===== src/rtl/temp_mon_pkg.sv =====
// temp_mon_pkg: shared types and constants for the multi-channel temperature
// abnormality monitor. Holds the per-channel FSM state encoding, the default
// thresholds and the width helpers used to size the datapath.
package temp_mon_pkg;

   // Per-channel persistence states. NORMAL is encoded as zero so a cleared
   // debug bus reads back as "every channel idle".
   typedef enum logic [1:0] {
      NORMAL  = 2'd0,
      SUSPECT = 2'd1,
      ALARM   = 2'd2,
      RECOVER = 2'd3
   } ch_state_e;

   localparam int DEF_LOW_TH  = 35;
   localparam int DEF_HIGH_TH = 39;
   localparam int DEF_PERSIST = 3;
   localparam int DEF_HYST    = 1;

   // Width that holds base + coef*sensor without overflow: the product needs
   // coef_w+sensor_w bits, and the sum adds one carry bit on top of the wider
   // of product and base.
   function automatic int sum_width(input int base_w, input int coef_w,
                                    input int sensor_w);
      int prod_w;
      prod_w = coef_w + sensor_w;
      return ((prod_w > base_w) ? prod_w : base_w) + 1;
   endfunction

   // Index width for n items, never narrower than one bit.
   function automatic int idx_width(input int n);
      return (n > 1) ? $clog2(n) : 1;
   endfunction

endpackage


===== src/rtl/temp_ch_fsm.sv =====
// temp_ch_fsm: persistence state machine for a single channel. Counts
// consecutive abnormal samples before declaring an alarm and consecutive
// normal samples before releasing it, and keeps a sticky alarm flag that
// software clears. Only samples addressed to this channel advance it.
module temp_ch_fsm
   import temp_mon_pkg::*;
#(
   parameter int PERSIST = DEF_PERSIST
) (
   input  logic       clk,
   input  logic       rst,
   input  logic       smp_valid_i,  // a sample for this channel is in stage 2
   input  logic       band_abn_i,   // sample lies outside the normal band
   input  logic       rec_abn_i,    // sample fails the recovery window
   input  logic       clear_i,      // clear pulse for the sticky flag
   output logic       alarm_o,
   output logic       latched_o,
   output logic [1:0] state_o
);

   localparam int CNT_W = idx_width(PERSIST + 1);
   localparam logic [CNT_W-1:0] CNT_ONE = CNT_W'(1);
   localparam logic [CNT_W-1:0] CNT_TOP = CNT_W'(PERSIST);

   ch_state_e        state_q, state_d;
   logic [CNT_W-1:0] cnt_q, cnt_d, cnt_inc;
   logic             latched_q, latched_d;
   logic             enter_alarm;

   assign cnt_inc = cnt_q + CNT_ONE;

   // State, counter and sticky flag registers.
   always_ff @(posedge clk or posedge rst) begin
      if (rst) begin
         state_q   <= NORMAL;
         cnt_q     <= '0;
         latched_q <= 1'b0;
      end else begin
         state_q   <= state_d;
         cnt_q     <= cnt_d;
         latched_q <= latched_d;
      end
   end

   // Next-state logic: abnormal samples push toward ALARM, normal samples
   // (judged against the recovery window while alarmed) push back to NORMAL.
   always_comb begin
      state_d     = state_q;
      cnt_d       = cnt_q;
      enter_alarm = 1'b0;
      if (smp_valid_i) begin
         unique case (state_q)
            NORMAL: begin
               if (band_abn_i) begin
                  if (PERSIST == 1) begin
                     state_d     = ALARM;
                     cnt_d       = '0;
                     enter_alarm = 1'b1;
                  end else begin
                     state_d = SUSPECT;
                     cnt_d   = CNT_ONE;
                  end
               end
            end
            SUSPECT: begin
               if (band_abn_i) begin
                  if (cnt_inc == CNT_TOP) begin
                     state_d     = ALARM;
                     cnt_d       = '0;
                     enter_alarm = 1'b1;
                  end else begin
                     cnt_d = cnt_inc;
                  end
               end else begin
                  state_d = NORMAL;
                  cnt_d   = '0;
               end
            end
            ALARM: begin
               if (!rec_abn_i) begin
                  if (PERSIST == 1) begin
                     state_d = NORMAL;
                     cnt_d   = '0;
                  end else begin
                     state_d = RECOVER;
                     cnt_d   = CNT_ONE;
                  end
               end
            end
            RECOVER: begin
               if (!rec_abn_i) begin
                  if (cnt_inc == CNT_TOP) begin
                     state_d = NORMAL;
                     cnt_d   = '0;
                  end else begin
                     cnt_d = cnt_inc;
                  end
               end else begin
                  state_d     = ALARM;
                  cnt_d       = '0;
                  enter_alarm = 1'b1;
               end
            end
            default: begin
               state_d = NORMAL;
               cnt_d   = '0;
            end
         endcase
      end
   end

   // Sticky flag: a new alarm entry beats a clear arriving in the same cycle.
   always_comb begin
      latched_d = latched_q;
      if (enter_alarm) begin
         latched_d = 1'b1;
      end else if (clear_i) begin
         latched_d = 1'b0;
      end
   end

   assign alarm_o   = (state_q == ALARM) || (state_q == RECOVER);
   assign latched_o = latched_q;
   assign state_o   = state_q;

endmodule


===== src/rtl/temp_abnormality_monitor.sv =====
// temp_abnormality_monitor: multi-channel temperature abnormality monitor.
// Samples arrive time-multiplexed over a valid/ready port, are captured, turned
// into a saturated temperature, and then steer one persistence FSM per channel.
//
// Handshake: a sample transfers on a rising edge where sample_valid and
// sample_ready are both high; sample_ready is low only while rst is asserted,
// and the pipeline never back-pressures.
//
// Pipeline: capture at the acceptance edge N, temperature at N+1, FSM, alarm
// and ch_err at N+2. Channel state is touched only in the last stage, so
// back-to-back samples on one channel need no forwarding.
//
// Build option: define TEMP_HYST_EN to narrow the band by HYST on each side
// while a channel is alarmed, so recovery needs a clearly normal reading.
module temp_abnormality_monitor
   import temp_mon_pkg::*;
#(
   parameter int CH       = 4,
   parameter int SENSOR_W = 4,
   parameter int COEF_W   = 4,
   parameter int BASE_W   = 8,
   parameter int TEMP_W   = 10,
   parameter int LOW_TH   = DEF_LOW_TH,
   parameter int HIGH_TH  = DEF_HIGH_TH,
   parameter int PERSIST  = DEF_PERSIST,
   parameter int HYST     = DEF_HYST
) (
   input  logic                     clk,
   input  logic                     rst,
   input  logic [BASE_W-1:0]        factoryBaseTemp,
   input  logic [COEF_W-1:0]        factoryTempCoef,
   input  logic                     sample_valid,
   output logic                     sample_ready,
   input  logic [idx_width(CH)-1:0] sample_ch,
   input  logic [SENSOR_W-1:0]      tempSensorValue,
   output logic                     temp_valid,
   output logic [TEMP_W-1:0]        temperature,
   output logic [idx_width(CH)-1:0] temp_ch,
   output logic [CH-1:0]            alarm,
   output logic [CH-1:0]            alarm_latched,
   input  logic [CH-1:0]            alarm_clear,
   output logic                     abnormal_any,
   output logic                     ch_err,
   output logic [2*CH-1:0]          dbg_state    // 2-bit ch_state_e per channel
);

   localparam int CH_W   = idx_width(CH);
   localparam int FULL_W = sum_width(BASE_W, COEF_W, SENSOR_W);

`ifdef TEMP_HYST_EN
   localparam int REC_LOW  = LOW_TH + HYST;
   localparam int REC_HIGH = HIGH_TH - HYST;
`else
   // Same band in every state; HYST is multiplied out so it has no effect
   // while staying referenced.
   localparam int REC_LOW  = LOW_TH + 0 * HYST;
   localparam int REC_HIGH = HIGH_TH - 0 * HYST;
`endif

   logic                accept;
   logic                cap_valid_q;
   logic [CH_W-1:0]     cap_ch_q;
   logic [SENSOR_W-1:0] cap_sens_q;
   logic [BASE_W-1:0]   cap_base_q;
   logic [COEF_W-1:0]   cap_coef_q;
   logic                cap_in_range;
   logic [FULL_W-1:0]   full_sum;
   logic [TEMP_W-1:0]   sat_temp;
   logic                tvalid_q;
   logic                err1_q;
   logic [TEMP_W-1:0]   temp_q;
   logic [CH_W-1:0]     tch_q;
   logic                ch_err_q;
   logic                band_abn;
   logic                rec_abn;

   assign sample_ready = ~rst;
   assign accept       = sample_valid & sample_ready;

   // Capture stage: latch the sample and the factory constants at acceptance.
   always_ff @(posedge clk or posedge rst) begin
      if (rst) begin
         cap_valid_q <= 1'b0;
         cap_ch_q    <= '0;
         cap_sens_q  <= '0;
         cap_base_q  <= '0;
         cap_coef_q  <= '0;
      end else begin
         cap_valid_q <= accept;
         if (accept) begin
            cap_ch_q   <= sample_ch;
            cap_sens_q <= tempSensorValue;
            cap_base_q <= factoryBaseTemp;
            cap_coef_q <= factoryTempCoef;
         end
      end
   end

   assign cap_in_range = (int'(cap_ch_q) < CH);
   assign full_sum     = FULL_W'(cap_base_q) + FULL_W'(cap_coef_q) * FULL_W'(cap_sens_q);

   // Clamp to the largest representable temperature when the sum is too wide.
   generate
      if (FULL_W > TEMP_W) begin : g_sat
         assign sat_temp = (|full_sum[FULL_W-1:TEMP_W]) ? {TEMP_W{1'b1}}
                                                          : full_sum[TEMP_W-1:0];
      end else begin : g_nosat
         assign sat_temp = TEMP_W'(full_sum);
      end
   endgenerate

   // Temperature stage: out-of-range channels are dropped and only flagged.
   always_ff @(posedge clk or posedge rst) begin
      if (rst) begin
         tvalid_q <= 1'b0;
         err1_q   <= 1'b0;
         temp_q   <= '0;
         tch_q    <= '0;
      end else begin
         tvalid_q <= cap_valid_q & cap_in_range;
         err1_q   <= cap_valid_q & ~cap_in_range;
         if (cap_valid_q && cap_in_range) begin
            temp_q <= sat_temp;
            tch_q  <= cap_ch_q;
         end
      end
   end

   // Error pulse lines up with the FSM update of an in-range sample.
   always_ff @(posedge clk or posedge rst) begin
      if (rst) begin
         ch_err_q <= 1'b0;
      end else begin
         ch_err_q <= err1_q;
      end
   end

   assign band_abn = (int'(temp_q) < LOW_TH) || (int'(temp_q) > HIGH_TH);
   assign rec_abn  = (int'(temp_q) < REC_LOW) || (int'(temp_q) > REC_HIGH);

   generate
      for (genvar i = 0; i < CH; i++) begin : g_ch
         temp_ch_fsm #(
            .PERSIST(PERSIST)
         ) u_fsm (
            .clk        (clk),
            .rst        (rst),
            .smp_valid_i(tvalid_q && (tch_q == CH_W'(i))),
            .band_abn_i (band_abn),
            .rec_abn_i  (rec_abn),
            .clear_i    (alarm_clear[i]),
            .alarm_o    (alarm[i]),
            .latched_o  (alarm_latched[i]),
            .state_o    (dbg_state[2*i +: 2])
         );
      end
   endgenerate

   assign temp_valid   = tvalid_q;
   assign temperature  = temp_q;
   assign temp_ch      = tch_q;
   assign ch_err       = ch_err_q;
   assign abnormal_any = |alarm;

endmodule


===== config.mk =====
export PLATFORM = sky130hd
export DESIGN_NAME = temp_abnormality_monitor
export DESIGN_NICKNAME = d
export VERILOG_FILES = /design/src/rtl/temp_mon_pkg.sv /design/src/rtl/temp_ch_fsm.sv /design/src/rtl/temp_abnormality_monitor.sv
export SDC_FILE = /design/constraint.sdc
export NUM_CORES = 1
export LEC_CHECK = 0
export CORE_MARGIN = 1.5
export CORE_UTILIZATION = 58
export CTS_CLUSTER_SIZE = 12
export DETAILED_ROUTE_END_ITERATION = 6
export GPL_TIMING_DRIVEN = 0
export PLACE_DENSITY = 0.89
export SKIP_CTS_REPAIR_TIMING = 1
export SLEW_MARGIN = 20
export SYNTH_ARGS = -nofsm -noshare
export SYNTH_HDL_FRONTEND = slang
export SYNTH_SLANG_ARGS = --single-unit

===== constraint.sdc =====
create_clock -name clk -period 5.3 [get_ports clk]
set_clock_uncertainty 0.2 [all_clocks]
set_input_delay 1.06 -clock clk [delete_from_list [all_inputs] [get_ports clk]]
set_output_delay 1.06 -clock clk [all_outputs]
set_load 0.01 [all_outputs]

==> After elaboration in Yosys (flattened, before gate mapping) <==
Cells that the tools add are included.
{ "classes": {"n_addsub": 5, "n_mul": 1, "order_cmp": 2, "eq_ne": 35, "mux": 64, "bitwise": 2, "reduce_logical": 27} }
{ "ops": {"columns": ["operator", "n"], "rows": [
  ["one-hot mux 2 bit (4 select lines)", 8],
  ["two-way mux 2 bit", 31],
  ["== test 2 bit (second input constant)", 14],
  ["two-way mux 1 bit", 21],
  ["AND reduction 5 bit", 4],
  ["inequality test 3 x 2 -> 1 bit (second input constant)", 6],
  ["inequality test 2 bit (second input constant)", 7],
  ["AND reduction 3 bit", 4],
  ["== test 2 x 1 -> 1 bit (second input constant)", 5],
  ["zero test 2 bit", 5],
  ["adder 8 x 8 -> 9 bit", 1],
  ["> comparator 9 x 6 -> 1 bit (second input constant)", 1],
  ["< comparator 9 x 6 -> 1 bit (second input constant)", 1],
  ["adder 2 x 1 -> 2 bit (second input constant)", 4],
  ["multiplier 4 x 4 -> 8 bit", 1],
  ["one-hot mux 1 bit (2 select lines)", 4],
  ["nonzero test 2 bit", 4],
  ["logical OR 1 bit", 5],
  ["logical AND 1 bit", 4],
  ["OR reduction 4 bit", 1],
  ["inequality test 3 x 1 -> 1 bit (second input constant)", 1],
  ["inequality test 3 bit (second input constant)", 1],
  ["inequality test 2 x 1 -> 1 bit (second input constant)", 1],
  ["AND 1 bit", 1],
  ["inverter 1 bit", 1]
]} }
{ "totals": {"register_bits": 51, "elab_cells": 156} }

==> Longest topological paths before layout <==
Gate-level depths: netlist (run 1).
{ "depth": {"depth_word": 7, "depth_mapped": 12, "ltp_nobuf": 12} }

==> Cells and area by module <==
A second synthesis (run 1) with hierarchy kept.
{ "unflattened": {"hier_cells": 305, "area_unflattened_um2": 3075.4} }
{ "by_module_without_submodules": {"columns": ["module", "n_inst", "cells_each", "area_each_um2", "seq_area_each_um2"], "rows": [
  ["temp_abnormality_monitor", 1, 189, 1994.4, 775.7],
  ["temp_ch_fsm", 4, 29, 270.3, 125.1]
]} }

==> Least setup slack after synthesis (run 1) <==
Ideal clock, no wire load.
{ "synth_path": {"path_kind": "in2out", "startpoint": "input rst", "endpoint": "output sample_ready", "arrival_ns": 2.174, "t_required_ns": 4.040, "slack_ns": 1.866, "cell_stages": 1, "cell_sequence": "inv_1"} }
{ "synth_via": {"elab_chain_cells": 1} }
{ "synth_rtl": {"columns": ["element", "line_no", "source"], "rows": [
  ["start, declared", "temp_abnormality_monitor.sv:29", "input logic rst,"],
  ["inverter 1 bit", "temp_abnormality_monitor.sv:77", "assign sample_ready = ~rst;"],
  ["end, declared", "temp_abnormality_monitor.sv:33", "output logic sample_ready,"]
]} }
No other way between the ends.

==> Final worst setup path (run 1) <==
Ends and elaborated chain as after synthesis.

==> results.txt, run 1 <==
Worst setup EP type: output port
Reg power frac: 35.3%
Dpl cells: 457
Mapped Cells: 329
Synth top cells by count: 51 x dfrtp_1, 40 x inv_1, 19 x mux2_2, 17 x a21oi_1, 17 x ha_1
Register area share after synthesis: 38.9%
Pint: 1.13 mW
DP Area: 0.00393 sq mm
Count leader, synth: dfrtp_1
Synth Area in Compound Gates: 15.4%
Synth area leader: dfrtp_1
Kind of critical path: in -> out
Worst Path Arrival: 2.76 ns
Synth Area in Simple Gates: 16.3%
Leakage power: 1.78 nW
TNS Setup: 0 ns
Final setup violating endpoints: 0
Seq cells post-synth: 51
Fin. max-slew vios: 0
Period utilisation layout: 75.9%
Initial DRT Pass Iterations: 4
CTS Sinks: 51
Average cell area after synthesis: 9.96 sq um
Synth warn: 0
Final Hold Viols: 0
Fin cells: 465
Top Family by Delay on Critical Path: buffers and inverters
Clock latency on the worst-skew pair: 0.31 ns
Worst-path cell with the longest stage delay: clkdlybuf4s50_1
Placer Congestion: 0.920
FF-to-FF Start: cap_coef_q[0]
Synthesized area: 0.00328 sq mm
Area growth syn-to-layout: 23.7%
H-tree depth: 2
WHS: 0.213 ns
Crit-path cells: clkdlybuf4s50_1 -> inv_2 -> buf_12 -> clkdlybuf4s50_1
Port buffer count: 54
Multiplexer share of the synthesized area: 6.53%
Vias: 2,583
Worst setup SP type: primary input
DP Wirelength: 5040 microns
Die width: 78.2 microns
Worst-Margin Slew: 0.568 ns
Setup slack, reg-to-reg: 1.66 ns
Worst slew margin: 62.1%
CTS root buf: clkbuf_8
CP required: 4.04 ns
Drt drc: 0
Hold path cells: 0
Clock power share: 15.7%
Synth cell types: 50
Post-synth ARST share: 100%
Die Area: 0.00611 sq mm
Hold_sp: cap_valid_q
Share of layout cells above drive strength 1: 11.7%
Comb power frac: 49.0%
Clock-pin slew on the worst setup and hold paths: 0.10 ns
Num CTS Buffers: 5
Top cells by area, synth: dfrtp_1 39%, mux2_2 6.5%, ha_1 6.5%
Total global routing overflow: 0
CTS tree: yes
Die height: 78.2 microns
Design area: 0.00405 sq mm
Post-synth top area share: 38.9%
Pwr dens: 460 mW/mm^2
Status: completed
Total power: 1.87 mW
Main combinational cell family by area after synthesis: simple AND/OR/NAND/NOR gates
Gr usage total: 24.5%
Post-route ant nets: 0
Vias/cell: 5.55
Worst path max stage delay: 0.56 ns
I/O pins: 57
Drt total wl: 6710 microns
Critical path buffer and inverter count: 4
Psw: 735 uW
# rows: 27
Sw Ratio: 39.4%
Critical path fanouts, max: 29
FMAX: 249 MHz
Max-Cap Viols: 0
Number of global-route vias before repair: 2,639
Core region area: 0.00547 sq mm
CP dominant cell by count: clkdlybuf4s50_1
Initial core utilization: 59.9%
WHS Endpoint: temp_valid
DRT iter0 DRCs: 137
Largest net degree at the start of global routing: 30
Clock tree buffer depth: 2
Hold Path Class: reg -> reg
First-pass GRT wire length: 11,900 microns
Fin crit period: 4.02 ns
Post-Synth XOR/XNOR Area: 1.34%
Initial antenna violation count: 0
Post-Synth Adder-Cell Area: 12.0%
Max VDD drop: 0.000221 V
RSZ-0062 raised after global routing: no
Final nets: 443
RR Endpoint: temperature[8]
FF-to-FF path depth: 10
ANT cells: 0
Count of flip-flops with a built-in enable after synthesis: 0
Synth Flop Type: dfrtp_1
Drt wl/cell: 14.4 microns
## metal layers
layer | track usage, % | part of all wire, % | vias up
li1 | - | - | 1273
met1 | 29.0 | 43 | 1245
met2 | 44.9 | 52 | 55
met3 | 4.53 | 3.7 | 10
met4 | 7.68 | 1.5 | 0
met5 | 0 | 0 | -
## worst max-delay path by stage
stage,startpoint,end,slack [ns],cells past startpoint
after floorplan,rst,sample_ready,1.87,1
after global placement,rst,sample_ready,0.24,3
after detailed placement,rst,sample_ready,1.24,4
after CTS,rst,sample_ready,1.24,4
after global routing,rst,sample_ready,1.12,4
final,rst,sample_ready,1.28,4
## cell type report
| class | instances | area (sq um) |
|---|---|---|
| tap | 72 | 90.1 |
| timing repair buffer | 55 | 561 |
| buffer | 26 | 159 |
| clock buffer | 6 | 82.6 |
| multi-input combinational | 213 | 1700 |
| fill | 419 | 1420 |
| sequential | 51 | 1280 |
| inverter | 40 | 150 |
| clock inverter | 2 | 38.8 |
## power by group through the flow
stage,Clock (mW),Combinational [mW],Sequential [mW]
after global placement,0,0.873,0.656
after floorplan,0,0.579,0.653
final,0.294,0.914,0.658
after global routing,0.316,1.02,0.680
after CTS,0.298,0.916,0.655
after detailed placement,0,0.908,0.663
## registers in the layout, indices dropped and copies added, names as in the netlist, named ones only
| signal | count |
|---|---|
| cap_base_q | 8 |
| cap_ch_q | 2 |
| cap_coef_q | 4 |
| cap_sens_q | 4 |
| cap_valid_q | 1 |
| g_ch.u_fsm.cnt_q | 8 |
| g_ch.u_fsm.latched_o | 4 |
| g_ch.u_fsm.state_o | 4 |
| temp_ch | 2 |
| temp_valid | 1 |
| temperature | 9 |
## worst register-to-register path: stages, from the launching register on
cell and delay [ns]:
dfrtp_1 0.43, nand2_1 0.10, fa_1 0.51, fa_1 0.51, fa_1 0.52, inv_1 0.05
ha_1 0.36, o21a_1 0.21, a21oi_1 0.35, a2111o_1 0.21, nand3_1 0.06
## through the flow
step | util (%) | setup WS [ns]
2_1_floorplan | - | 1.87
3_3_place_gp | 71.5 | 0.244
3_5_place_dp | 71.8 | 1.24
4_1_cts | 74.1 | 1.24
5_1_grt | 74.1 | 1.12
6_report | 74.1 | 1.28
## kinds of logic after synthesis
family,Yosys count
muxes,19
other,1
AOI/OAI and AO/OA,74
xor gates and xnor gates,5
and+or+nand+nor,87
adders and majority gates,26
DFF,51
buffers and inverters,66
## placed cells by master (no fill, tap or decap), types with 3 or more instances in the layout
cell type | synthesis | layout
a211oi_1 | 10 | 10
a21o_1 | 3 | 3
a21oi_1 | 17 | 17
a31oi_1 | 4 | 4
and2_1 | 16 | 16
and3_1 | 4 | 4
buf_4 | 10 | 10
clkbuf_1 | 14 | 14
clkbuf_8 | 0 | 6
clkdlybuf4s50_1 | 0 | 54
dfrtp_1 | 51 | 51
fa_1 | 9 | 9
ha_1 | 17 | 17
inv_1 | 40 | 39
mux2_2 | 19 | 19
nand2_1 | 12 | 12
nand3_1 | 8 | 8
nand3b_1 | 6 | 6
nor2_1 | 9 | 9
nor2b_1 | 10 | 10
nor3_1 | 4 | 4
nor4_1 | 3 | 3
o2111ai_1 | 4 | 4
o21ai_0 | 12 | 12
o2bb2ai_1 | 4 | 4
o31ai_1 | 6 | 6
o32ai_1 | 3 | 3
xnor2_1 | 5 | 5
Power figures use the tool's default switching activity.
==> run 2, diff against run 1 <==
--- a/config.mk
+++ b/config.mk
@@ -6,11 +6,11 @@
 export NUM_CORES = 1
 export LEC_CHECK = 0
 export CORE_MARGIN = 1.5
-export CORE_UTILIZATION = 58
+export CORE_UTILIZATION = 53
 export CTS_CLUSTER_SIZE = 12
 export DETAILED_ROUTE_END_ITERATION = 6
 export GPL_TIMING_DRIVEN = 0
-export PLACE_DENSITY = 0.89
+export PLACE_DENSITY = 0.82
 export SKIP_CTS_REPAIR_TIMING = 1
 export SLEW_MARGIN = 20
 export SYNTH_ARGS = -nofsm -noshare
==> constraint.sdc (replaced) <==
create_clock -name clk -period 4.05 [get_ports clk]
set_clock_uncertainty 0.2 [all_clocks]
set_input_delay 0.81 -clock clk [delete_from_list [all_inputs] [get_ports clk]]
set_output_delay 0.81 -clock clk [all_outputs]
set_load 0.01 [all_outputs]
==> run 2 against run 1 <==
Net effect: count of clock-buffer cells in the layout shrank 1; flip-flop and latch count is the same; worst hold slack gained 0.0077 ns.
==> results.txt, run 2 (synthesized netlist as in run 1, its figures left out) <==
Leakage power: 1.78 nW (about the same)
Period utilisation layout: 88.4%
Critical path buffer and inverter count: 4 (unchanged)
Hold_sp: cap_valid_q
Crit path to: sample_ready
Status: completed
Gr usage total: 22.0% (-2.5 points)
Worst setup SP type: primary input
Worst-path cell with the longest stage delay: clkdlybuf4s50_1
Post-route ant nets: 0 (unchanged)
FF-to-FF Start: cap_sens_q[3]
Top Family by Delay on Critical Path: buffers and inverters
ANT cells: 0 (unchanged)
Fin. max-slew vios: 0 (unchanged)
CP required: 3.04 ns (-1.00 ns)
Vias/cell: 5.62 (+1.2%)
Final setup violating endpoints: 0 (unchanged)
Commonest non-fill, non-tap cells in the layout: 54 x clkdlybuf4s50_1, 51 x dfrtp_1, 39 x inv_1
Num CTS Buffers: 5 (unchanged)
Clock-pin slew on the worst setup and hold paths: 0.10 ns (about the same)
Vias: 2,631 (+1.9%)
Max-Cap Viols: 0 (unchanged)
Crit-path cells: clkdlybuf4s50_1 -> inv_2 -> buf_16 -> clkdlybuf4s50_1
Drt drc: 0 (unchanged)
Crit path launch: rst
Clock tree buffer depth: 2 (unchanged)
CTS tree: yes
Dpl cells: 460 (+0.66%)
First-pass GRT wire length: 11,400 microns (-4.0%)
RSZ-0062 raised after global routing: no
# rows: 28 (+3.7%)
Worst-Margin Slew: 0.675 ns (+0.107 ns)
Initial core utilization: 55.0% (-4.9 points)
Worst path max stage delay: 0.55 ns (about the same)
Total global routing overflow: 0 (unchanged)
I/O pins: 57 (unchanged)
Max reg flops: 9 (unchanged)
Number of global-route vias before repair: 2,554 (-3.2%)
Die height: 81.6 microns (+4.4%)
Pwr dens: 598 mW/mm^2 (+30%)
FMAX: 279 MHz
Largest net degree at the start of global routing: 31 (+3.3%)
Worst setup EP type: output port
Drt total wl: 6820 microns (+1.7%)
Hold Path Class: reg -> reg
Final Hold Viols: 0 (unchanged)
Worst path depth: 4 (unchanged)
RR Endpoint: temperature[8]
CTS root buf: clkbuf_8
DP Wirelength: 5140 microns (+2.0%)
DRT iter0 DRCs: 119 (-13%)
Die Area: 0.00666 sq mm (+9.1%)
Most common cell after layout, fill and taps aside: clkdlybuf4s50_1
Fin cells: 468 (+0.65%)
Clock latency on the worst-skew pair: 0.31 ns (about the same)
Worst Path Arrival: 2.57 ns (-0.19 ns)
Drt wl/cell: 14.6 microns (+1.0%)
Port buffer count: 54 (unchanged)
Max VDD drop: 0.000294 V (+33%)
Kind of critical path: in -> out
Util after Layout: 68.1% (-6.0 points)
H-tree depth: 2 (unchanged)
CP dominant cell by count: clkdlybuf4s50_1
FF-to-FF path depth: 10 (unchanged)
Final nets: 443 (unchanged)
Core region area: 0.00596 sq mm (+8.8%)
Initial antenna violation count: 0 (unchanged)
Die width: 81.6 microns (+4.4%)
Worst slew margin: 54.9% (-7.2 points)
Critical path fanouts, max: 30 (+3.4%)
Initial DRT Pass Iterations: 4 (unchanged)
Hold path cells: 0 (unchanged)
Fin crit period: 3.58 ns
Setup slack, reg-to-reg: 0.49 ns (-1.17 ns)
CTS Sinks: 51 (unchanged)
Share of layout cells above drive strength 1: 11.7% (unchanged)
Area growth syn-to-layout: 23.7% (about the same)
Placer Congestion: 0.868 (-5.6%)
run 2: changes by cell type in the layout (fill, tap and decap cells not counted), sizes merged:
cell    before  now
clkinv       0    2
clkbuf      20   19
inv         41   40
run 2: power by group:
group / total, mW / switching [mW] / internal, mW / leakage, nW
Sequential: 0.859 / 0.201 / 0.658 / 0.627
Combinational: 1.20 / 0.582 / 0.622 / 1.09
Clock: 0.360 / 0.176 / 0.184 / 0.0581
run 2: worst min-delay path by stage:
stage,slack [ns],endpoint
global route,0.24,temp_valid
finish,0.22,temp_valid
floorplan,0.17,temp_valid
global placement,0.19,temp_valid
CTS,0.23,temp_valid
detailed placement,0.19,temp_valid
run 2: per-layer routing:
layer	GRT usage (%)	vias up	wire length [microns]
li1	-	1272	-
met1	27.1	1264	2900
met2	40.4	84	3580
met3	3.11	11	281
met4	5.76	0	66
met5	0	-	0
run 2: final cells by class:
type                       count  area (sq um)
clock buffer                   5          68.8
clock inverter                 3          43.8
inverter                      40           150
fill                         492          1900
tap                           75          93.8
multi-input combinational    213          1700
buffer                        26           159
sequential                    51          1280
timing repair buffer          55           568
run 2: stage by stage:
step | area [sq um] | setup TNS (ns) | setup WS, ns | total power, mW | hold WS, ns
floorplan | 3280 | 0 | 0.762 | 1.61 | 0.172
detailed placement | 3940 | 0 | 0.404 | 2.07 | 0.191
global route | 4060 | 0 | 0.288 | 2.62 | 0.239
finish | 4060 | 0 | 0.469 | 2.42 | 0.221
global placement | 3920 | -0.546 | -0.546 | 2.01 | 0.185
CTS | 4060 | 0 | 0.412 | 2.44 | 0.226
==> variant 1, RTL diff (flow settings as in run 2) <==
Build with the macro `TEMP_HYST_EN` defined.
--- a/src/rtl/temp_abnormality_monitor.sv
+++ b/src/rtl/temp_abnormality_monitor.sv
@@ -12,6 +12,8 @@
 //
 // Build option: define TEMP_HYST_EN to narrow the band by HYST on each side
 // while a channel is alarmed, so recovery needs a clearly normal reading.
+`define TEMP_HYST_EN
+
 module temp_abnormality_monitor
    import temp_mon_pkg::*;
 #(
Function: changed (Yosys sat finds a counterexample within 10 cycles, from zero or initial values and one cycle with rst high).
==> variant 1 against run 2 <==
  * Wire length decreased by 3.9%
  * Sequential cell count stayed put
  * Power is 0.20% lower
  * Largest power group unchanged
  * Synthesized cell count shrank 3.0%
  * Die area shrank 0.62%
  * Area after synthesis decreased by 0.65%
  * Cell count down 2.1%
  * Design area is 0.65% lower
  * Clock power is 2% higher
  * Global-route usage is essentially flat
  * Worst hold slack got worse by 27 ps
  * Setup slack lost 130 ps
  * First-iteration DRC count rose by 1.7%
==> variant 1: results (changes against run 2) <==
* Comb power frac at 0.510 (+0.013)
* All-Layer GR Usage at 0.220 (about the same)
* Delay-heaviest family, CP: adder cells
* Die area at 6620 um2 (-0.62%)
* Multi-input logic portion of the cell area at 0.425 (+0.00676)
* Post-DP HPWL at 5020 um (-2.4%)
* Register area share after synthesis at 0.392 (+0.00254)
* Nets@finish at 433 (-2.3%)
* Synth top area cells: dfrtp_1, mux2_2, ha_1
* Pleak at 1.81 nW (+1.9%)
* Peak supply drop at 0.313 mV (+6.6%)
* Worst rel slew slack at 0.381 (-0.168)
* Post-Synth XOR/XNOR Area at 0.00538 (-0.00798)
* Non-clk invs at 32 (-20%)
* Dpl cells at 450 (-2.2%)
* Post-Place Worst Slack at 323 ps (-81.0 ps)
* Worst setup path end: temperature[8]
* Clock slew at reported path FFs at 100 ps (about the same)
* Non-CTS buffers at 82 (+1.2%)
* Vias per std cell at 5.61 (-0.15%)
* Non-clk buf share at 0.177 (-0.00256)
* Synth cell count leaders: dfrtp_1, inv_1, nand2_1
* #MultiIn Comb at 210 (-1.4%)
* DRT iter0 DRCs at 121 (+1.7%)
* Drt first pass iters at 5 (+1)
* Compound-cell area share of the yosys netlist at 0.146 (-0.00783)
* Adder-cell share of the synthesized area at 0.121 (+0.000783)
* Final Worst Setup Slack at 336 ps (-133 ps)
* CTS buffer count at 5 (unchanged)
* Final Wtd Congestion at 0.827 (-4.7%)
* CP max FO at 5 (-83%)
* Post-Route Utilization at 0.680 (about the same)
* Non-Filler Instances at 458 (-2.1%)
* Share of layout cells above drive strength 1 at 0.146 (+0.0292)
* First-pass GRT wire length at 11200 um (-2.5%)
* Arr. time, crit path at 3700 ps (+1130 ps)
* Slowest stage cell, crit path: fa_1
* Fillers at 460 (-6.5%)
* Netlist cell types at 55 (+10%)
* FF-to-FF Start: cap_coef_q[0]
* Clk pwr share at 0.151 (+0.002)
* Clk tree area frac at 0.0286 (+0.000802)
* Seq cells at 51 (unchanged)
* Total wire length at 6560 um (-3.9%)
* Multiplexer share of the synthesized area at 0.0692 (+0.00389)
* Status: finished, final reports clean
* Syn Area/Cell at 10.2 um2 (+2.5%)
* Total chip power at 0.00242 W (-0.20%)
* Pin count of the biggest net entering global routing at 36 (+16%)
* Vias in the first global route at 2519 (-1.4%)
* Sequential cell area share at 0.317 (+0.00205)
* Placement-stage cell area at 3910 um2 (-0.73%)
* Crit path launch type: register
* Switch share at 0.388 (-0.00733)
* Crit-path max cell delay at 510 ps (-40 ps)
## variant 1: metal layers
| metal | vias to the layer above | track usage | wire length (um) |
|---|---|---|---|
| li1 | 1246 | - | - |
| met1 | 1239 | 0.265 | 2750 |
| met2 | 78 | 0.395 | 3450 |
| met3 | 8 | 0.0393 | 285 |
| met4 | 0 | 0.0707 | 76 |
| met5 | - | 0 | 0 |
## variant 1: logic make-up after synthesis
kind of cell / after synthesis
AOI/OAI and AO/OA: 67
xor gates and xnor gates: 2
other: 1
buffers and inverters: 59
and+or+nand+nor: 93
muxes: 20
adders and majority gates: 26
DFF: 51
## variant 1: worst min-delay path by stage
stage,from,to,slack [ps],cells past startpoint
floorplan,cap_valid_q,temp_valid,150,0
global placement,cap_valid_q,temp_valid,180,0
detailed placement,cap_valid_q,temp_valid,180,0
CTS,cap_valid_q,temp_valid,190,0
global route,cap_valid_q,temp_valid,200,0
finish,cap_valid_q,temp_valid,190,0
==> variant 2, RTL diff (config.mk and constraints of run 2) <==
Made on the original files. Put a register stage on the output `dbg_state`, with the module's reset. The value now appears one clock later. The other outputs are not delayed to match.
--- a/src/rtl/temp_abnormality_monitor.sv
+++ b/src/rtl/temp_abnormality_monitor.sv
@@ -46,6 +46,8 @@
 
    localparam int CH_W   = idx_width(CH);
    localparam int FULL_W = sum_width(BASE_W, COEF_W, SENSOR_W);
+
+   logic [2*CH-1:0] dbg_state_d;
 
 `ifdef TEMP_HYST_EN
    localparam int REC_LOW  = LOW_TH + HYST;
@@ -151,7 +153,7 @@
             .clear_i    (alarm_clear[i]),
             .alarm_o    (alarm[i]),
             .latched_o  (alarm_latched[i]),
-            .state_o    (dbg_state[2*i +: 2])
+            .state_o    (dbg_state_d[2*i +: 2])
          );
       end
    endgenerate
@@ -162,5 +164,13 @@
    assign ch_err       = ch_err_q;
    assign abnormal_any = |alarm;
 
+   always_ff @(posedge clk or posedge rst) begin
+      if (rst) begin
+         dbg_state <= '0;
+      end else begin
+         dbg_state <= dbg_state_d;
+      end
+   end
+
 endmodule
 
Behaviour: not the same (a bounded check fails within 4 cycles, from zero or initial values and one cycle with rst high).
==> variant 2 against run 2 <==
  * First-iteration DRC count decreased by 5.9%
  * Global-route usage shrank 0.76 points
  * Wire length rose by 3.1%
  * Setup slack lost 270 ps
  * Power up 11%
  * Design area grew 6.3%
  * Sequential cell count grew 8
  * Area after synthesis up 5.0%
  * Critical path type is now register to register
  * Critical endpoint is now temperature[8]
  * Largest cell class unchanged
==> variant 2: results (changes against run 2) <==
* Slew @ Worst Pin at 779 ps (+103 ps)
* Yosys warns at 0 (unchanged)
* Drt first pass iters at 4 (unchanged)
* Post-Place Worst Slack at 226 ps (-179 ps)
* Delay-heaviest family, CP: adder cells
* Vias in the first global route at 2545 (-0.35%)
* Slowest stage cell, crit path: fa_1
* Skew-Pair Late Insertion Delay at 340 ps (+30 ps)
* DRT iter0 DRCs at 112 (-5.9%)
* Wire per inst at 14.5 um (-0.48%)
* Ys async rst share at 1.00 (unchanged)
* FF-to-FF Start: cap_coef_q[0]
* Multi-input logic area at 1680 um2 (-1.0%)
* Synth cell count leaders: dfrtp_1, inv_1, mux2_2, nand2_1, ha_1
* Pin count of the biggest net entering global routing at 59 (+90%)
* Share of layout cells above drive strength 1 at 0.125 (+0.00795)
* Peak supply drop at 0.387 mV (+32%)
* CTS buffer count at 9 (+4)
* H-Tree Depth at 3 (+1)
* Pleak at 1.91 nW (+7.1%)
* Post-DP HPWL at 5050 um (-1.8%)
* Fillers at 471 (-4.3%)
* Register area share after synthesis at 0.429 (+0.0398)
* Clock Tree Root: clkbuf_8
* All-Layer GR Usage at 0.213 (-0.00760)
* Min-Delay Path Class: register to register
* Clock Path Buffers at 2 (unchanged)
* Synth top area cells: dfrtp_1, ha_1, mux2_2
* Final Wtd Congestion at 0.908 (+4.6%)
* Status: finished, final reports clean
* CP max FO at 5 (-83%)
* First-pass GRT wire length at 11800 um (+3.1%)
* Netlist cell types at 43 (-14%)
* Diode count at 0 (unchanged)
* Nets@finish at 454 (+2.5%)
* Clock slew at reported path FFs at 70 ps (-30 ps)
* Buffers on Ports at 54 (unchanged)
* Crit-path max cell delay at 520 ps (-30 ps)
* Vias per std cell at 5.52 (-1.8%)
* Arr. time, crit path at 3870 ps (+1300 ps)
* Crit Path Class: register to register
* Initial antenna violation count at 0 (unchanged)
* Max reg flops at 9 (unchanged)
[variant 2: cell types whose count changed after synthesis, sizes merged, moves of 3 or more]
cell / change
nor4: -3
nor4b: +3
dfrtp: +8
nor2b: -4
nand3: -3
nand2: +6
[variant 2: worst paths after layout]
path                                           to  slack (ps)  cells past startpoint
max                                temperature[8]         190                     10
min                                  dbg_state[5]         180                      0
max reg2reg                        temperature[8]         190                     10
min reg2reg                          dbg_state[5]         180                      0
max in group asynchronous  g_ch[3].u_fsm.cnt_q[1]        2680                      3
min in group asynchronous             cap_ch_q[0]         510                      2
[variant 2: routing by layer]
layer,global-route usage,part of all wire,vias up
met5,0,0,-
met3,0.0386,0.040,12
met4,0.0999,0.020,0
met2,0.374,0.52,80
li1,-,-,1307
met1,0.252,0.42,1278
[variant 2: through the flow]
step,power [W],cell area (um2),hold slack (ps),std cells
3_3_place_gp,0.00209,4080,156,468
2_1_floorplan,0.00169,3440,152,337
4_1_cts,0.00270,4310,181,485
3_5_place_dp,0.00213,4110,166,469
5_1_grt,0.00288,4310,193,485
6_report,0.00268,4310,177,485
[variant 2: cell families after synthesis]
family,count (synthesis),synth area share
simple gates,85,0.146
buf+inv,64,0.0840
other cells,1,0.00109
flops,59,0.429
fa+ha+maj,26,0.114
xor+xnor,5,0.0127
compound gates,78,0.154
mux,18,0.0589
[variant 2: worst reg2reg max path: stages, from the launching register on]
cell and delay [ps]:
dfrtp_1 420, nand2_1 100, fa_1 520, fa_1 520
fa_1 510, inv_1 40, ha_1 350, o21ai_0 210
o21bai_1 150, o2111a_1 270, or3b_2 450
[variant 2: cell type report]
cell class / instances / area share
tap: 77 / 0.0223
inverter: 39 / 0.0345
timing repair buffer: 55 / 0.132
clock buffer: 10 / 0.0319
buffer: 25 / 0.0331
multi-input combinational: 214 / 0.389
clock inverter: 6 / 0.0148
sequential: 59 / 0.342
[variant 2: report_power, final]
part	total, W	switching (W)	internal, W	leakage [nW]
combinational	0.00115	0.000554	0.000599	1.08
sequential	0.000981	0.000211	0.000770	0.731
clock	0.000547	0.000247	0.000300	0.0987
